<file path="config.mk">
export PLATFORM = sky130hd
export DESIGN_NAME = seg7_scan_bcd
export DESIGN_NICKNAME = d
export VERILOG_FILES = /design/src/rtl/seg7_scan_bcd.sv
export SDC_FILE = /design/constraint.sdc
export NUM_CORES = 1
export LEC_CHECK = 0
export CORE_UTILIZATION = 40
export DETAILED_ROUTE_END_ITERATION = 7
export PLACE_DENSITY_LB_ADDON = 0.08
export SYNTH_ARGS = -nofsm -noshare
export SYNTH_HDL_FRONTEND = slang
export SYNTH_SLANG_ARGS = --single-unit
</file>
<file path="constraint.sdc">
create_clock -name clk -period 2.35 [get_ports clk]
set_clock_uncertainty 0.05 [all_clocks]
set_input_delay 0.3525 -clock clk [delete_from_list [all_inputs] [get_ports clk]]
set_output_delay 0.3525 -clock clk [all_outputs]
set_load 0.03 [all_outputs]
</file>
<file path="src/rtl/seg7_scan_bcd.sv">
// seg7_scan_bcd: binary -> BCD (sequential double-dabble) with multiplexed 7-segment scan.
// Optional leading-zero blanking when SEG7_LZB_EN is defined.
module seg7_scan_bcd #(
  parameter int DATA_W     = 8,
  parameter int DIGITS     = 4,
  parameter int SCAN_DIV   = 100000,
  parameter int ACTIVE_LOW = 0
) (
  input  logic              clk,
  input  logic              rst_n,
  input  logic [DATA_W-1:0] din,
  input  logic              load,
  output logic              busy,
  output logic              ovf,
  output logic [7:0]        seg7,
  output logic [DIGITS-1:0] seg7_sel
);
  localparam int BW = DIGITS * 4;
  localparam int CW = $clog2(DATA_W + 1);
  localparam int TW = $clog2(SCAN_DIV);
  localparam int IW = DIGITS > 1 ? $clog2(DIGITS) : 1;
  localparam logic [7:0] SEG_OFF = ACTIVE_LOW != 0 ? 8'hFF : 8'h00;
  localparam logic [DIGITS-1:0] SEL_OFF = ACTIVE_LOW != 0 ? '1 : '0;
  typedef enum logic {IDLE, CONV} state_t;
  state_t            state;
  logic [DATA_W-1:0] sh;
  logic [BW-1:0]     bcd, adj, bcd_n, disp_bcd;
  logic              carry, c_out;
  logic [CW-1:0]     bit_cnt;
  logic [TW-1:0]     cnt;
  logic [IW-1:0]     idx;
  logic              tick;
  logic [3:0]        nib;
  logic [7:0]        pat;
  logic [DIGITS-1:0] sel_raw;
  function automatic logic [7:0] dec(input logic [3:0] n);
    case (n)
      4'd0: dec = 8'h3F;
      4'd1: dec = 8'h06;
      4'd2: dec = 8'h5B;
      4'd3: dec = 8'h4F;
      4'd4: dec = 8'h66;
      4'd5: dec = 8'h6D;
      4'd6: dec = 8'h7D;
      4'd7: dec = 8'h07;
      4'd8: dec = 8'h7F;
      4'd9: dec = 8'h6F;
      default: dec = 8'h00;
    endcase
  endfunction
  always_comb begin
    adj = bcd;
    for (int d = 0; d < DIGITS; d++)
      adj[d*4 +: 4] = bcd[d*4 +: 4] >= 4'd5 ? bcd[d*4 +: 4] + 4'd3 : bcd[d*4 +: 4];
  end
  // bit shifted out of the top nibble is the overflow carry
  assign {c_out, bcd_n} = {adj, sh[DATA_W-1]};
  always_ff @(posedge clk or negedge rst_n) begin
    if (!rst_n) begin
      state    <= IDLE;
      busy     <= 1'b0;
      ovf      <= 1'b0;
      disp_bcd <= '0;
      sh       <= '0;
      bcd      <= '0;
      carry    <= 1'b0;
      bit_cnt  <= '0;
    end else begin
      case (state)
        IDLE: if (load) begin
          sh      <= din;
          bcd     <= '0;
          carry   <= 1'b0;
          bit_cnt <= '0;
          busy    <= 1'b1;
          state   <= CONV;
        end
        CONV: begin
          sh      <= sh << 1;
          bcd     <= bcd_n;
          carry   <= carry | c_out;
          bit_cnt <= bit_cnt + 1'b1;
          if (bit_cnt == CW'(DATA_W - 1)) begin
            disp_bcd <= bcd_n;
            ovf      <= carry | c_out;
            busy     <= 1'b0;
            state    <= IDLE;
          end
        end
      endcase
    end
  end
  assign tick    = cnt == TW'(SCAN_DIV - 1);
  assign nib     = 4'(disp_bcd >> {idx, 2'b00});
  assign sel_raw = DIGITS'(1) << idx;
`ifdef SEG7_LZB_EN
  logic [DIGITS-1:0] blank;
  always_comb begin
    logic z;
    z     = 1'b1;
    blank = '0;
    for (int k = DIGITS - 1; k > 0; k--) begin
      z        = z & (disp_bcd[k*4 +: 4] == 4'd0);
      blank[k] = z;
    end
  end
  assign pat = ovf ? 8'h40 : 1'(blank >> idx) ? 8'h00 : dec(nib);
`else
  assign pat = ovf ? 8'h40 : dec(nib);
`endif
  always_ff @(posedge clk or negedge rst_n) begin
    if (!rst_n) begin
      cnt      <= '0;
      idx      <= '0;
      seg7     <= SEG_OFF;
      seg7_sel <= SEL_OFF;
    end else begin
      cnt      <= tick ? '0 : cnt + 1'b1;
      if (tick) idx <= idx == IW'(DIGITS - 1) ? '0 : idx + 1'b1;
      seg7     <= pat ^ SEG_OFF;
      seg7_sel <= sel_raw ^ SEL_OFF;
    end
  end
endmodule

</file>
==> results_dict.tcl <==
set metrics [dict create \
    ctsHoldBuffers 1 \
    nFillCells 874 \
    outcome "finished, final reports clean" \
    synth-seq-area-share_pct 51.2 \
    leakagePower_nw 2.03 \
    die_y_um 99.6 \
    cts-root-buf "clkbuf_8" \
    io-pin-count 25 \
    cap_viol_max_count 0 \
    cts_buffers 9 \
    peakVddDrop_v 0.000538 \
    post-route-min-period_ns 2.03 \
    via_per_inst 4.87 \
    grt_usage_pct 15.2 \
    final_cells 513 \
    dpl.hpwl_um 4620 \
    power_mw 5.11 \
    hold_violations 0 \
    cts_setup_buffers 0 \
    clk_path_buf_depth 2 \
    pwr_density_cell_nw_per_um2 1160 \
    start_util_pct 41.2 \
    cts_tree "yes" \
    layout.nets 410 \
    vias 2499 \
    critPathCaptureType "flop" \
    antenna_found_initial 0 \
    postRouteAntennaNets 0 \
    grt_first_pass_wirelength_um 11700 \
    insertion_delay_ns 0.35 \
    relSlewSlack_pct 58.6 \
    num_rows 35 \
    core_area_um2 9240 \
    grt_pass1_vias 2417 \
    drv_slew 0 \
    clkTransAtPathRegs_ns 0.08 \
    synth_edf_count 0 \
    place_congestion 0.774 \
    synth_fp_nets 381 \
    crit_fanout 8 \
    netlist_instances 350 \
    first_pass_iters 4 \
    dp.cells 496 \
    crit_type "flop to flop" \
    portBuffers 23 \
    drc_errors 0 \
    grt-ovfl-total 0 \
    start_kind "flop" \
    timing.hold.ws_ns 0.389 \
    syn2layout_area_growth_pct 15.9 \
    die_w_um 99.6 \
    syn_area_per_cell_um2 10.9 \
    antennaDiodeCount 0 \
    h-tree-depth 3 \
    synth_seq_cells 78 \
    fin_setup_tns_ns 0 \
    synth.distinct_cells 46 \
    worstMarginPinSlew_ns 0.618 \
    drt_wl_total_um 6680 \
    period_share_pct 86.3 \
    synthFlopType "dfrtp_1" \
    postSynth.asyncResetShare_pct 100 \
    detail_route.wl_per_cell_um 13.0 \
    layout-drive-gt1-share_pct 9.38 \
    cts_resized 0 \
    netlist_area_um2 3810 \
    cts.sinks 78 \
    worst_ep_arrival_time_ns 2.21 \
    synth_warnings 0 \
    hp-class "input pin to asynchronous set/reset pin" \
    crit_required_ns 2.53 \
    dieArea_um2 9920 \
    grt_max_degree 55 \
    clock.fmax_mhz 493 \
    setup_viol 0 \
    rsz0062_at_grt "no" \
    drt_iter0_markers 76 \
]
==> cell usage after synthesis (2+ instances only) <==
cell / n / area, µm²
a21o_1: 4 / 30.0
a21oi_1: 18 / 90.1
a22o_1: 2 / 17.5
buf_1: 4 / 15.0
buf_2: 2 / 10.0
clkbuf_1: 6 / 22.5
dfrtp_1: 78 / 1950
ha_1: 20 / 250
inv_1: 15 / 56.3
mux2_2: 6 / 67.6
mux2i_1: 25 / 250
mux4_1: 2 / 52.6
mux4_2: 2 / 45.0
nand2_1: 44 / 165
nand2b_1: 7 / 43.8
nand3_1: 5 / 25.0
nand4_1: 5 / 31.3
nor2_1: 15 / 56.3
nor3_1: 2 / 10.0
nor3b_1: 13 / 97.6
o21a_1: 2 / 15.0
o21ai_0: 29 / 145
o31ai_1: 2 / 15.0
or2_1: 2 / 12.5
xnor2_1: 13 / 114
xor2_1: 7 / 61.3
==> stage by stage <==
stage / setup WS, ns / instance area (µm²) / util, %
floorplan: 0.520 / 3810 / -
global placement: 0.393 / 4210 / 45.5
detailed placement: 0.320 / 4210 / 45.5
CTS: 0.313 / 4420 / 47.8
global route: 0.131 / 4420 / 47.8
finish: 0.322 / 4420 / 47.8
==> worst max-delay path: stages (launching register included) <==
cell     delay [ns]
dfrtp_1        0.54
mux4_1         0.69
inv_1          0.15
ha_1           0.26
mux2i_1        0.14
a21oi_1        0.09
==> where the power goes <==
part	switching [mW]	internal [mW]	total [mW]
clock	0.475	0.544	1.02
sequential	0.292	1.78	2.08
combinational	1.08	0.929	2.01
total	1.85	3.26	5.11
==> kinds of logic after synthesis <==
family	share of synthesized area, %
compound gates	9.06
xor+xnor	4.60
fa+ha+maj	6.57
buf+inv	3.22
flops	51.2
mux	10.9
other cells	0.0984
simple gates	14.3
==> worst paths after layout <==
check                                         startpoint                  endpoint  slack, ns  cells past startpoint
worst min-delay path                               rst_n         cnt[14]$_DFF_PN0_       0.39                      2
min in group clk                disp_bcd[12]$_DFFE_PN0P_  disp_bcd[12]$_DFFE_PN0P_       0.43                      2
worst max-delay path                  idx[0]$_DFFE_PN0N_         seg7[3]$_DFF_PN0_       0.32                      5
worst max register to register        idx[0]$_DFFE_PN0N_         seg7[3]$_DFF_PN0_       0.32                      5
worst min register to register  disp_bcd[12]$_DFFE_PN0P_  disp_bcd[12]$_DFFE_PN0P_       0.43                      2
max in group asynchronous                          rst_n        bcd[0]$_DFFE_PN0P_       1.26                      3
==> layout make-up <==
cell class / count / area (µm²) / share of cell area [%]
inverter: 15 / 56.3 / 1.28
tap: 129 / 161 / 3.66
clock buffer: 12 / 155 / 3.51
multi-input combinational: 243 / 1740 / 39.3
clock inverter: 4 / 45.0 / 1.02
timing repair buffer: 32 / 310 / 7.03
sequential: 78 / 1950 / 44.2
==> flip-flops by register name, indices dropped and copies added, names as in the netlist <==
name,flops
ovf,1
carry,1
disp_bcd,16
seg7,7
idx,2
state,1
bcd,16
seg7_sel,4
cnt,17
busy,1
bit_cnt,4
sh,8
==> layout by cell type, fill, tap and decap left out, drive strengths merged, types with 2 or more instances in the layout <==
master / instances
a21o: 4
a21oi: 18
a22o: 2
buf: 9
clkbuf: 12
clkdlybuf4s50: 22
clkinv: 3
dfrtp: 78
ha: 20
inv: 15
mux2: 6
mux2i: 25
mux4: 4
nand2: 44
nand2b: 8
nand3: 6
nand4: 5
nor2: 15
nor3: 2
nor3b: 13
o21a: 2
o21ai: 30
o31ai: 2
or2: 2
or3: 2
xnor2: 13
xor2: 7
==> routing by layer <==
layer / vias up / part of all wire [%] / global-route usage, % / wire [µm]
met5: - / 0 / 0 / 0
met4: 0 / 1.5 / 5.77 / 99
met3: 9 / 3.1 / 3.79 / 204
met2: 36 / 44 / 23.1 / 2910
met1: 1197 / 52 / 20.9 / 3460
li1: 1257 / - / - / -
Power figures use the tool's default switching activity.
